--- src/rtl/fifo_read_stream_adapter_pkg.sv ---
// ============================================================================
//  Module   : fifo_read_stream_adapter_pkg
//  Brief    : Shared widths, buffer geometry and helpers for the FIFO read
//             stream adapter and its 2-entry skid buffer.
//  Revision : 1.0 - initial release
// ============================================================================
`default_nettype none

package fifo_read_stream_adapter_pkg;

    localparam int c_DEFAULT_DATA_WIDTH  = 8;
    localparam int c_DEFAULT_COUNT_WIDTH = 16;
    localparam int c_BUF_DEPTH           = 2;
    localparam int c_OCC_WIDTH           = 2;

    typedef logic [c_OCC_WIDTH-1:0] occ_t;

    // True while the buffer can still take a word this cycle.
    function automatic logic buf_has_room(input occ_t occ);
        return occ < c_OCC_WIDTH'(c_BUF_DEPTH);
    endfunction

endpackage

`default_nettype wire

--- src/rtl/fifo_read_stream_adapter_stream_buffer_2entry.sv ---
// ============================================================================
//  Module   : stream_buffer_2entry
//  Brief    : Two-entry in-order queue with head/tail pointers and an
//             occupancy register; storage itself is not reset.
//  Revision : 1.0 - initial release
// ============================================================================
`default_nettype none

module stream_buffer_2entry
    import fifo_read_stream_adapter_pkg::*;
#(
    parameter int DATA_WIDTH = c_DEFAULT_DATA_WIDTH
) (
    input  logic                  clk,
    input  logic                  rst,
    input  logic                  i_push,
    input  logic [DATA_WIDTH-1:0] i_push_data,
    input  logic                  i_pop,
    output logic [DATA_WIDTH-1:0] o_head_data,
    output occ_t                  o_count
);

    logic [DATA_WIDTH-1:0] r_mem [c_BUF_DEPTH];
    logic                  r_head;
    logic                  r_tail;
    occ_t                  r_count;

    logic w_push;
    logic w_pop;

    assign w_pop  = i_pop  & (r_count != '0);
    assign w_push = i_push & buf_has_room(r_count);

    always_ff @(posedge clk) begin
        if (rst) begin
            r_head  <= 1'b0;
            r_tail  <= 1'b0;
            r_count <= '0;
        end else begin
            if (w_push) r_tail <= ~r_tail;
            if (w_pop)  r_head <= ~r_head;
            // Simultaneous push and pop leaves occupancy untouched.
            case ({w_push, w_pop})
                2'b10:   r_count <= r_count + occ_t'(1);
                2'b01:   r_count <= r_count - occ_t'(1);
                default: r_count <= r_count;
            endcase
        end
    end

    always_ff @(posedge clk) begin
        if (w_push) r_mem[r_tail] <= i_push_data;
    end

    assign o_head_data = r_mem[r_head];
    assign o_count     = r_count;

endmodule

`default_nettype wire

--- src/rtl/fifo_read_stream_adapter.sv ---
// ============================================================================
//  Module   : fifo_read_stream_adapter
//  Brief    : Turns an async-FIFO read port into a valid/ready stream through
//             a 2-entry buffer; counts accepted stream transfers.
//  Revision : 1.0 - initial release
// ============================================================================
`default_nettype none

module fifo_read_stream_adapter
    import fifo_read_stream_adapter_pkg::*;
#(
    parameter int DATA_WIDTH  = c_DEFAULT_DATA_WIDTH,
    parameter int COUNT_WIDTH = c_DEFAULT_COUNT_WIDTH
) (
    input  logic                   read_clk,
    input  logic                   read_reset,
    input  logic                   stream_enable,
    input  logic                   fifo_empty,
    input  logic [DATA_WIDTH-1:0]  read_data,
    output logic                   read_enable,
    output logic                   out_valid,
    input  logic                   out_ready,
    output logic [DATA_WIDTH-1:0]  out_data,
    output logic [c_OCC_WIDTH-1:0] out_count,
    output logic [COUNT_WIDTH-1:0] transfer_count
);

    occ_t                   w_occ;
    logic [DATA_WIDTH-1:0]  w_head_data;
    logic                   w_accept;
    logic [COUNT_WIDTH-1:0] r_transfer_count;

    // Fetch decision uses only registered occupancy, never out_ready, so the
    // FIFO pop strobe has no combinational path from the stream sink.
    assign read_enable = ~read_reset & stream_enable & ~fifo_empty & buf_has_room(w_occ);
    assign out_valid   = ~read_reset & (w_occ != '0);
    assign out_count   = read_reset ? '0 : w_occ;
    assign out_data    = w_head_data;
    assign w_accept    = out_valid & out_ready;

    stream_buffer_2entry #(
        .DATA_WIDTH (DATA_WIDTH)
    ) u_buffer (
        .clk         (read_clk),
        .rst         (read_reset),
        .i_push      (read_enable),
        .i_push_data (read_data),
        .i_pop       (w_accept),
        .o_head_data (w_head_data),
        .o_count     (w_occ)
    );

    always_ff @(posedge read_clk) begin
        if (read_reset) begin
            r_transfer_count <= '0;
        end else if (w_accept) begin
            r_transfer_count <= r_transfer_count + COUNT_WIDTH'(1);
        end
    end

    assign transfer_count = r_transfer_count;

endmodule

`default_nettype wire

--- config.mk ---
export PLATFORM = sky130hd
export DESIGN_NAME = fifo_read_stream_adapter
export DESIGN_NICKNAME = d
export VERILOG_FILES = /design/src/rtl/fifo_read_stream_adapter_pkg.sv /design/src/rtl/fifo_read_stream_adapter_stream_buffer_2entry.sv /design/src/rtl/fifo_read_stream_adapter.sv
export SDC_FILE = /design/constraint.sdc
export NUM_CORES = 1
export LEC_CHECK = 0
export CAP_MARGIN = 20
export CORE_MARGIN = 5
export CORE_UTILIZATION = 47
export DETAILED_ROUTE_END_ITERATION = 10
export GPL_TIMING_DRIVEN = 0
export PLACE_DENSITY = 0.81
export SLEW_MARGIN = 10
export SYNTH_ARGS = -nofsm -noshare
export SYNTH_HDL_FRONTEND = slang
export SYNTH_SLANG_ARGS = --single-unit
export TNS_END_PERCENT = 1
--- constraint.sdc ---
create_clock -name read_clk -period 2.6 [get_ports read_clk]
set_input_delay 0.39 -clock read_clk [delete_from_list [all_inputs] [get_ports read_clk]]
set_output_delay 0.39 -clock read_clk [all_outputs]
set_load 0.02 [all_outputs]
; ---- Word level (Yosys, flattened, before mapping)
; Memories as Yosys holds them, arrays and structs flattened. A register that Yosys moved wholly into a read port is not among the register bits.
; Index checks and enable logic that the tools add are counted.
[totals]
ff_bits = 20
latch_bits = 0
mem_bits_rw = 16
mem_bits_ro = 0
in_bits = 13
out_inout_bits = 28
elab_cells = 30
mem_count = 1
[classes]
addsub = 3
mul = 0
n_div = 0
magnitude_cmp = 1
n_eq_ne = 2
shift = 0
muxes = 6
bitwise_logic = 11
n_reduce_logical = 2
[memory_table]
columns = name, words, word_bits, read_ports, rd_clocked_by_memory_dff, wr, line_no
row1 = u_buffer.r_mem, 2, 8, 1, 1, 1, fifo_read_stream_adapter_stream_buffer_2entry.sv:23  ; logic [DATA_WIDTH-1:0] r_mem [c_BUF_DEPTH];
[op_table]
columns = cell, n
row1 = $add 16x1->16 const B, 1
row2 = $and 1x1->1, 7
row3 = $mux 1, 4
row4 = $not 1->1, 4
row5 = $pmux 2 s2, 1
row6 = $reduce_bool 2->1, 2
row7 = $add 2x1->2 const B, 1
row8 = $eq 2x1->1 const B, 1
row9 = $eq 2x2->1 const B, 1
row10 = $lt 2x2->1 const B, 1
row11 = $mux 2, 1
row12 = $sub 2x1->2 const B, 1

; ---- Longest topological paths before layout
; Gate-level depths: netlist of the first run.
[logic_depth]
ltp_word = 7
ltp_mapped = 8

; ---- Modules after synthesis
; From an unflattened synthesis of the first run, not the netlist that was laid out.
[hier_totals]
hier_cells = 139
hier_area_um2 = 1561.5
[by_module_without_submodules]
columns = mod, instances, cells_each, area_each_um2, seq_area_each_um2
row1 = fifo_read_stream_adapter, 1, 92, 782.0, 320.3
row2 = stream_buffer_2entry, 1, 47, 779.5, 580.6

; ---- Worst setup path before layout of the first run
; No wires, ideal clock.
[synth_path]
path_type = input -> register
from = input port read_reset
to = register u_buffer.r_count[1], in the netlist u_buffer.o_count[1]
setup_ns = 0.070
t_arrival_ns = 2.509
required_ns = 2.530
setup_slack_ns = 0.020
path_stages = 6
path_buffers = 1
path_cell_list = buf_6 -> nor4b_1 -> inv_1 -> ha_1 -> or3_1 -> a21oi_1
[synth_via]
elab_chain_cells = 7
[synth_lines]
columns = element, line_no
row1 = start: declaration, fifo_read_stream_adapter.sv:16  ; input logic read_reset,
row2 = $not 1->1 *, fifo_read_stream_adapter.sv:35  ; assign read_enable = ~read_reset & stream_enable & ~fifo_empty & buf_has_room(w_occ);
row3 = $and 1x1->1 * (3 in series), fifo_read_stream_adapter.sv:35
row4 = net read_enable, fifo_read_stream_adapter.sv:20  ; output logic read_enable,
row5 = $and 1x1->1 *, fifo_read_stream_adapter_stream_buffer_2entry.sv:32  ; assign w_push = i_push & buf_has_room(r_count);
row6 = $eq 2x1->1 or $eq 2x2->1 (tied branches), fifo_read_stream_adapter_stream_buffer_2entry.sv:43  ; case ({w_push, w_pop})
row7 = $pmux 2 s2 or $reduce_bool 2->1 (tied branches), n/a
row8 = end signal: assignment, fifo_read_stream_adapter_stream_buffer_2entry.sv:44  ; 2'b10: r_count <= r_count + occ_t'(1);
row9 = end signal: assignment, fifo_read_stream_adapter_stream_buffer_2entry.sv:45  ; 2'b01: r_count <= r_count - occ_t'(1);
row10 = end signal: assignment, fifo_read_stream_adapter_stream_buffer_2entry.sv:46  ; default: r_count <= r_count;
row11 = end: declaration, fifo_read_stream_adapter_stream_buffer_2entry.sv:26  ; occ_t r_count;
; Mark *: on every way through the listed nets, which the timed path passes. The rest lies on a longest branch.
; A chain may end at the register's enable or synchronous reset.

==> out/metrics.sh, run 1 <==
DIEAREA_SQ_UM=4590
CORE_REGION_AREA_SQ_UM=3280
TIGHTEST_SLEW_NS=0.622
START_UTIL_PCT=47.7
TIMING.FINAL.CRIT_PERIOD_NS=2.33
TIMING.CRITICAL_PATH.DEPTH=3
RSZ0062_AT_GRT='no'
POSTPLACECELLAREA_SQ_UM=2020
GRT_REMAINING_OVERFLOW=0
ENDPOINT_KIND='output port'
POSTSYNTHNETCOUNT=153
HTREEDEPTH=2
YOSYS_WARNINGS=0
CRITICAL-PATH-TOP-DELAY-FAMILY='buffers and inverters'
P_LEAK_uW=0.000685
SYNTH_MOST_COMMON_CELL='dfxtp_1'
SYNTH-ASYNC-RESET-RATIO_PCT=0
FINISH.INSTANCE_AREA_SQ_UM=2120
MET1_LENGTH_MM=1.39
REPORT.FINAL.SLEW_VIOL_COUNT=0
SYNTH.AVG_CELL_AREA_SQ_UM=11.4
ANT_NETS=0
SYNTH.CELLS.MOST_FREQUENT='dfxtp_1, edfxtp_1, nor2_1, xnor2_1'
DRT_ITER0_DRC=47
FINAL_ROUTED_WIRELENGTH_ACROSS_ALL_METAL_LAYERS_MM=3.28
NUM_ANTENNA_CELLS=0
CRIT_PATH_START_KIND='flop'
FP.DIEH_UM=67.8
MULTI_INPUT_AREA_SQ_UM=619
SYNTH_TOP_CELL_AREA_SHARE_PCT=30.6
FF_TO_FF_SETUP_SLACK_NS=0.58
CLK_PIN_SLEW_NS=0.11
NUM_ROWS=21
TIMING.SETUP.TNS_NS=0
WORSTREGTOREGCELLS=5
SEQCELLAREA_SQ_UM=901
IR_WORST_VDD_mV=0.356
DIEWIDTH_UM=67.8
TRITONCTS_BUFFERS=5
PATH_CLASS='reg -> out'
TIMING.CLOCK.SKEW_NS=0.00582
PROPORTION_OF_LAYOUT_CELLS_WITH_A_DRIVE_SUFFIX_ABOVE_1_PCT=13.0
POST-ROUTE-DRC-COUNT=0
REQUIRED_NS=2.21
MAXCLOCKFREQUENCY_GHz=0.429
POST_SYNTH_EDFFS=16
MET2WIRELENGTH_MM=1.65
DRT_PASS1_ITERATIONS=4
BOUNDARYPINS=41
FINAL_NUMBER_OF_SETUP_VIOLATING_ENDPOINTS=0
N_FILL_CELL=266
LARGEST_INCREMENTAL_DELAY_ON_THE_CRITICAL_PATH_NS=0.54
POST_SYNTH_NUM_CELL_TYPES=29
VIA_COUNT_OF_THE_ROUTED_DESIGN=1214
CTSLONGESTPATHBUFFERS=2
CLKSINKCOUNT=37
CRITICAL_PATH.ENDPOINT='out_data[3]'
WORST_SKEW_PAIR.LATE_LATENCY_NS=0.34
PWR_DENSITY_CELL_nW_PER_UM2=571
FINALNETCOUNT=199
PATH_CELLS='clkbuf_1, mux2_2, clkdlybuf4s50_1'
TIMING.HOLD.WORST.CLASS='in -> reg'
MET3WIRELENGTH_UM=193
HOLD_VIOL_FINAL=0
CP_MAX_FO=8
FINALWEIGHTEDCONGESTION=0.800
ROUTED_VIA_DENSITY=5.26
GRT_PASS1_VIAS=1188
POSTSYNTHCELLCOUNT=138
GRT_PASS1_WL_MM=5.29
GRT.TOTAL_USAGE_PCT=15.9
R2R_START='u_buffer.o_count[0]'
WL_PER_CELL_UM=14.2
SYNTHTOLAYOUTAREAGROWTH_PCT=35.5
YS_SEQ_AREA_SHARE_PCT=57.5
WORST_SLEW_MARGIN_REL_PCT=58.4
CP_DATA_ARRIVAL_TIME_NS=1.94
NETLIST_TOP_CELLS_AREA='edfxtp_1, dfxtp_1, mux2_2'
CRIT_PATH_TOP_DELAY_CELL='clkdlybuf4s50_1'
SYN_AREA_SQ_UM=1570
FINAL_UTIL_PCT=64.7
DRV.MAX_CAP_VIOLATION_COUNT=0
DETAILED_PLACE_HPWL_MM=2.37
YOSYS_MOST_USED_DFF='dfxtp_1'
GRT_START_MAX_NET_PINS=13
FINAL.PERIOD_UTILIZATION_PCT=89.6
STATUS='finished, final reports clean'
CRITICAL_PATH_BUFFER_AND_INVERTER_COUNT=2
CRITICAL_PATH.REG2REG.ENDPOINT='u_buffer.o_count[1]'
CLOCK_TREE_ROOT_BUFFER_CELL='clkbuf_4'
YS_FF_LATCH=37
HOLD_BUFFERS=0
SYNTH_TOP_AREA_CELL='edfxtp_1'
IO_BUFFER_COUNT=39
CTS_TREE='built'
ROUTE.TOP_LAYER_USED='met4'
ANTENNA_FOUND_INITIAL=0
[worst min-delay path: cells and delay by family]
| family | cells | cell delay, ns |
|---|---|---|
| and+or+nand+nor | 1 | 0.08 |
| buffers and inverters | 1 | 0.12 |
| muxes | 1 | 0.14 |
[worst min path at each step]
stage	startpoint	end	slack, ns	depth (start not counted)
3_5_place_dp	transfer_count[14]	transfer_count[14]	0.50	2
5_1_grt	read_reset	transfer_count[9]	0.42	3
2_1_floorplan	u_buffer.o_count[1]	u_buffer.o_count[1]	0.48	2
3_3_place_gp	transfer_count[14]	transfer_count[14]	0.48	2
4_1_cts	read_reset	transfer_count[9]	0.41	3
6_report	read_reset	transfer_count[9]	0.42	3
[layout make-up]
type,count,share of cell area (%)
Clock buffer,5,1.77
Inverter,4,0.707
Clock inverter,3,3.06
Multi-Input combinational cell,91,29.2
Sequential cell,37,42.4
Buffer,6,1.83
Tap cell,46,2.71
Timing Repair Buffer,39,18.4
[flip-flops by register name (all words and copies together) (netlist names), named ones only]
| signal | count |
|---|---|
| transfer_count | 16 |
| u_buffer.o_count | 2 |
| u_buffer.r_head | 1 |
| u_buffer.r_mem | 16 |
| u_buffer.r_tail | 1 |
[power by group]
part	internal (uW)	total [uW]	leakage, uW	switching (uW)
Sequential	616	622	0.000315	6.11
Combinational	52.5	102	0.000315	49.8
Clock	298	488	0.0000552	191
[metrics by stage]
step	setup WS, ns	cells	power, uW	hold slack, ns
after floorplan	0.0205	138	690	0.480
after global placement	0.108	223	734	0.478
after detailed placement	0.0811	223	737	0.497
after CTS	0.0831	231	1220	0.408
after global routing	0.182	231	1250	0.424
final	0.271	231	1210	0.417
[cell usage in the layout, fill, tap and decap left out, drive strengths merged]
cell | netlist | final
nor2b | 3 | 3
o21ai | 4 | 4
nand3 | 5 | 5
or3 | 5 | 5
o31ai | 4 | 4
inv | 4 | 4
a21oi | 9 | 9
a21o | 1 | 1
clkdlybuf4s50 | 0 | 39
bufinv | 0 | 2
nand4 | 3 | 3
nand2b | 1 | 1
and2 | 1 | 1
nand2 | 5 | 5
clkbuf | 3 | 8
and4 | 1 | 1
xnor2 | 10 | 10
xor2 | 1 | 1
ha | 2 | 2
edfxtp | 16 | 16
or4 | 4 | 4
nor4b | 2 | 2
dfxtp | 21 | 21
nor2 | 16 | 16
clkinv | 0 | 1
nor4 | 3 | 3
mux2 | 9 | 9
or2 | 1 | 1
nor3b | 1 | 1
buf | 3 | 3
[metal layers]
metal,up-vias,global-route usage (%)
li1,591,-
met3,6,6.16
met2,35,27.5
met4,0,5.82
met1,582,17.4
met5,-,0
[logic make-up after synthesis]
logic type	share of synthesized area, %
xor gates and xnor gates	6.15
and+or+nand+nor	18.4
AOI/OAI and AO/OA	6.54
DFF	57.5
muxes	6.46
buffers and inverters	3.43
adders and majority gates	1.60
[timing repair]
action                     CTS  global route
hold endpoints to repair     0             0
resized for setup            0             1
buffers inserted             0             0
setup endpoints to repair    0             1
Power figures use the tool's default switching activity.
==> run 2, diff against run 1 <==
--- a/config.mk
+++ b/config.mk
@@ -6,11 +6,12 @@
 export NUM_CORES = 1
 export LEC_CHECK = 0
 export CAP_MARGIN = 20
+export CORE_ASPECT_RATIO = 2
 export CORE_MARGIN = 5
 export CORE_UTILIZATION = 47
 export DETAILED_ROUTE_END_ITERATION = 10
 export GPL_TIMING_DRIVEN = 0
-export PLACE_DENSITY = 0.81
+export PLACE_DENSITY = 0.75
 export SLEW_MARGIN = 10
 export SYNTH_ARGS = -nofsm -noshare
 export SYNTH_HDL_FRONTEND = slang
==> run 2 against run 1 <==
Compared with the run above:
- routed wire length is 1.3% lower
- via count is 2.8% lower
- worst setup slack gained 0.059 ns
- clock-buffer cell count is the same
- combinational power about the same
==> out/metrics.sh, run 2 (synthesized netlist as in run 1, its figures left out) <==
DRT_ITER0_DRC=11  # was 47
FINISH.INSTANCE_AREA_SQ_UM=2090  # was 2120 sq um
IR_WORST_VDD_mV=0.454  # was 0.356 mV
NUMPLACEDINSTANCES=208  # was 223
NUM_ANTENNA_CELLS=0  # unchanged
FINAL_NUMBER_OF_SETUP_VIOLATING_ENDPOINTS=0  # unchanged
POWER.SHARE.COMBINATIONAL_PCT=9.2  # was 8.4%
MAXCLOCKFREQUENCY_GHz=0.441  # was 0.429 GHz
TIMING.FINAL.CRIT_PERIOD_NS=2.27  # was 2.33 ns
PROPORTION_OF_LAYOUT_CELLS_WITH_A_DRIVE_SUFFIX_ABOVE_1_PCT=13.0  # unchanged
POST-ROUTE-DRC-COUNT=0  # unchanged
CTS_TREE='built'  # unchanged
NUM_ROWS=29  # was 21
ANTENNA_FOUND_INITIAL=0  # unchanged
ROUTED_VIA_DENSITY=5.46  # was 5.26
ANT_NETS=0  # unchanged
CRIT_PATH_TOP_DELAY_CELL='clkdlybuf4s50_1'  # unchanged
REPORT.FINAL.SLEW_VIOL_COUNT=0  # unchanged
R2R_START='u_buffer.o_count[0]'  # unchanged
IO_BUFFER_COUNT=39  # unchanged
WL_PER_CELL_UM=15.0  # was 14.2 um
CLKSINKCOUNT=37  # unchanged
CRITICAL-PATH-TOP-DELAY-FAMILY='buffers and inverters'  # unchanged
PATH_CELLS='clkdlybuf4s50_1, nor4b_2, clkdlybuf4s50_1'  # was clkbuf_1, mux2_2, clkdlybuf4s50_1
BOUNDARYPINS=41  # unchanged
PRE_CTS_WS_NS=0.0744  # was 0.0811 ns
PATH_CLASS='in -> out'  # was reg -> out
FINALWEIGHTEDCONGESTION=0.706  # was 0.800
CTSLONGESTPATHBUFFERS=2  # unchanged
WORST_SLEW_MARGIN_REL_PCT=55.0  # was 58.4%
GRT_PASS1_WL_MM=5.45  # was 5.29 mm
POSTPLACECELLAREA_SQ_UM=2000  # was 2020 sq um
DRV.MAX_CAP_VIOLATION_COUNT=0  # unchanged
PWR-SHARE-SEQ_PCT=56.1  # was 51.3%
ROUTE.TOP_LAYER_USED='met4'  # unchanged
FINAL.PERIOD_UTILIZATION_PCT=87.3  # was 89.6%
POST-CTS-SETUP-BUFFERS=0  # unchanged
MET2WIRELENGTH_MM=1.74  # was 1.65 mm
CLOCK_TREE_ROOT_BUFFER_CELL='clkbuf_8'  # was clkbuf_4
GRT.TOTAL_USAGE_PCT=14.7  # was 15.9%
DIEWIDTH_UM=50.8  # was 67.8 um
FIN_WS_NS=0.330  # was 0.271 ns
CORE_REGION_AREA_SQ_UM=3190  # was 3280 sq um
HOLD_VIOL_FINAL=0  # unchanged
CRIT_PATH_START_KIND='input pin'  # was flop
START_UTIL_PCT=49.1  # was 47.7%
DETAILED_PLACE_HPWL_MM=2.49  # was 2.37 mm
TIMING.CLOCK.SKEW_NS=0.00339  # was 0.00582 ns
WHS_ENDPOINT='transfer_count[9]'  # unchanged
GRT_START_MAX_NET_PINS=13  # unchanged
WORSTREGTOREGCELLS=5  # unchanged
CRIT_PATH_FREQUENT_CELL='clkdlybuf4s50_1'
LARGEST_INCREMENTAL_DELAY_ON_THE_CRITICAL_PATH_NS=0.69  # was 0.54 ns
FF_TO_FF_SETUP_SLACK_NS=0.60  # was 0.58 ns
GRT_REMAINING_OVERFLOW=0  # unchanged
GRT_PASS1_VIAS=1175  # was 1188
CRITICAL_PATH_BUFFER_AND_INVERTER_COUNT=2  # unchanged
FINAL_CELLS=216  # was 231
RSZ0062_AT_GRT='no'  # unchanged
FINALNETCOUNT=199  # unchanged
TIMING.HOLD.WORST.CLASS='in -> reg'  # unchanged
FINAL_ROUTED_WIRELENGTH_ACROSS_ALL_METAL_LAYERS_MM=3.24  # was 3.28 mm
TRITONCTS_BUFFERS=5  # unchanged
HTREEDEPTH=2  # unchanged
DRT_PASS1_ITERATIONS=4  # unchanged
CRITICAL_PATH.REG2REG.ENDPOINT='u_buffer.o_count[1]'  # unchanged
CP_DATA_ARRIVAL_TIME_NS=1.88  # was 1.94 ns
REQUIRED_NS=2.21  # about the same
PWR_DENSITY_CELL_nW_PER_UM2=530  # was 571 nW/um^2
NET-SWITCHING-POWER_uW=255  # was 247 uW
CP_MAX_FO=4  # was 8
LAYOUT.CELLS.MOST_COMMON='clkdlybuf4s50_1'  # unchanged
P_LEAK_uW=0.000674  # was 0.000685 uW
N_FILL_CELL=276  # was 266
HOLD_DEPTH=3  # unchanged
CLKPWRFRAC_PCT=34.6  # was 40.3%
FP.DIEH_UM=91.7  # was 67.8 um
CLK_PIN_SLEW_NS=0.07  # was 0.11 ns
DIEAREA_SQ_UM=4660  # was 4590 sq um
INTERNAL_POWER_uW=854  # was 966 uW
SWSHARE_PCT=23.0  # was 20.3%
MET1_LENGTH_MM=1.24  # was 1.39 mm
VIA_COUNT_OF_THE_ROUTED_DESIGN=1180  # was 1214
HOLD_BUFFERS=0  # unchanged
ENDPOINT_KIND='output port'  # unchanged
SYNTHTOLAYOUTAREAGROWTH_PCT=33.3  # was 35.5%
FINAL_CELL_MIX='clkdlybuf4s50_1, dfxtp_1, nor2_1, edfxtp_1, xnor2_1'  # unchanged
WORST_SKEW_PAIR.LATE_LATENCY_NS=0.28  # was 0.34 ns
MET3WIRELENGTH_UM=186  # was 193 um
HOLDCRITSTARTPOINT='read_reset'  # unchanged
TIGHTEST_SLEW_NS=0.673  # was 0.622 ns
TIMING.SETUP.TNS_NS=0  # unchanged
STATUS='finished, final reports clean'  # unchanged
run 2: power by group through the flow:
stage | clock, uW | combinational [uW] | sequential [uW]
5_1_grt | 422 | 110 | 623
3_5_place_dp | 0 | 103 | 635
2_1_floorplan | 0 | 54.9 | 635
6_report | 384 | 102 | 622
4_1_cts | 395 | 103 | 622
3_3_place_gp | 0 | 99.6 | 635
run 2: layout make-up:
type	instances	area [sq um]	area share (%)
buffer	6	38.8	1.86
timing repair buffer	39	390	18.7
tap	31	38.8	1.86
sequential	37	901	43.1
inverter	4	15.0	0.719
clock buffer	5	68.8	3.29
clock inverter	3	17.5	0.838
multi-input combinational	91	619	29.6
run 2: worst reg2reg max path: cells and delay by family, from the launching register on:
family / cells / cell delay (ns)
flops: 1 / 0.35
simple gates: 3 / 1.06
fa+ha+maj: 1 / 0.38
compound gates: 1 / 0.13
run 2: routing by layer:
layer | track usage, % | up-vias
met4 | 6.40 | 0
met1 | 16.0 | 544
met5 | 0 | -
met3 | 3.90 | 5
met2 | 25.8 | 44
li1 | - | 587
run 2: timing repair:
action	in CTS	in global routing
resized for setup	0	1
endpoints found under the setup margin	0	1
endpoints found under the hold margin	0	0
run 2: how the worst max path moves through the flow:
stage,slack [ns],from,to,cells after the start
5_1_grt,0.22,flop,out_data[1],3
2_1_floorplan,0.02,read_reset,u_buffer.o_count[1],6
3_5_place_dp,0.07,stream_enable,u_buffer.r_mem[0][6],4
6_report,0.33,fifo_empty,read_enable,3
3_3_place_gp,0.09,stream_enable,read_enable,3
4_1_cts,0.07,stream_enable,read_enable,3
run 2: stage by stage:
step	total power, uW	hold slack [ns]	util, %
2_1_floorplan	690	0.480	-
3_3_place_gp	734	0.484	62.5
3_5_place_dp	738	0.495	62.5
4_1_cts	1120	0.473	65.2
5_1_grt	1150	0.514	65.4
6_report	1110	0.474	65.4
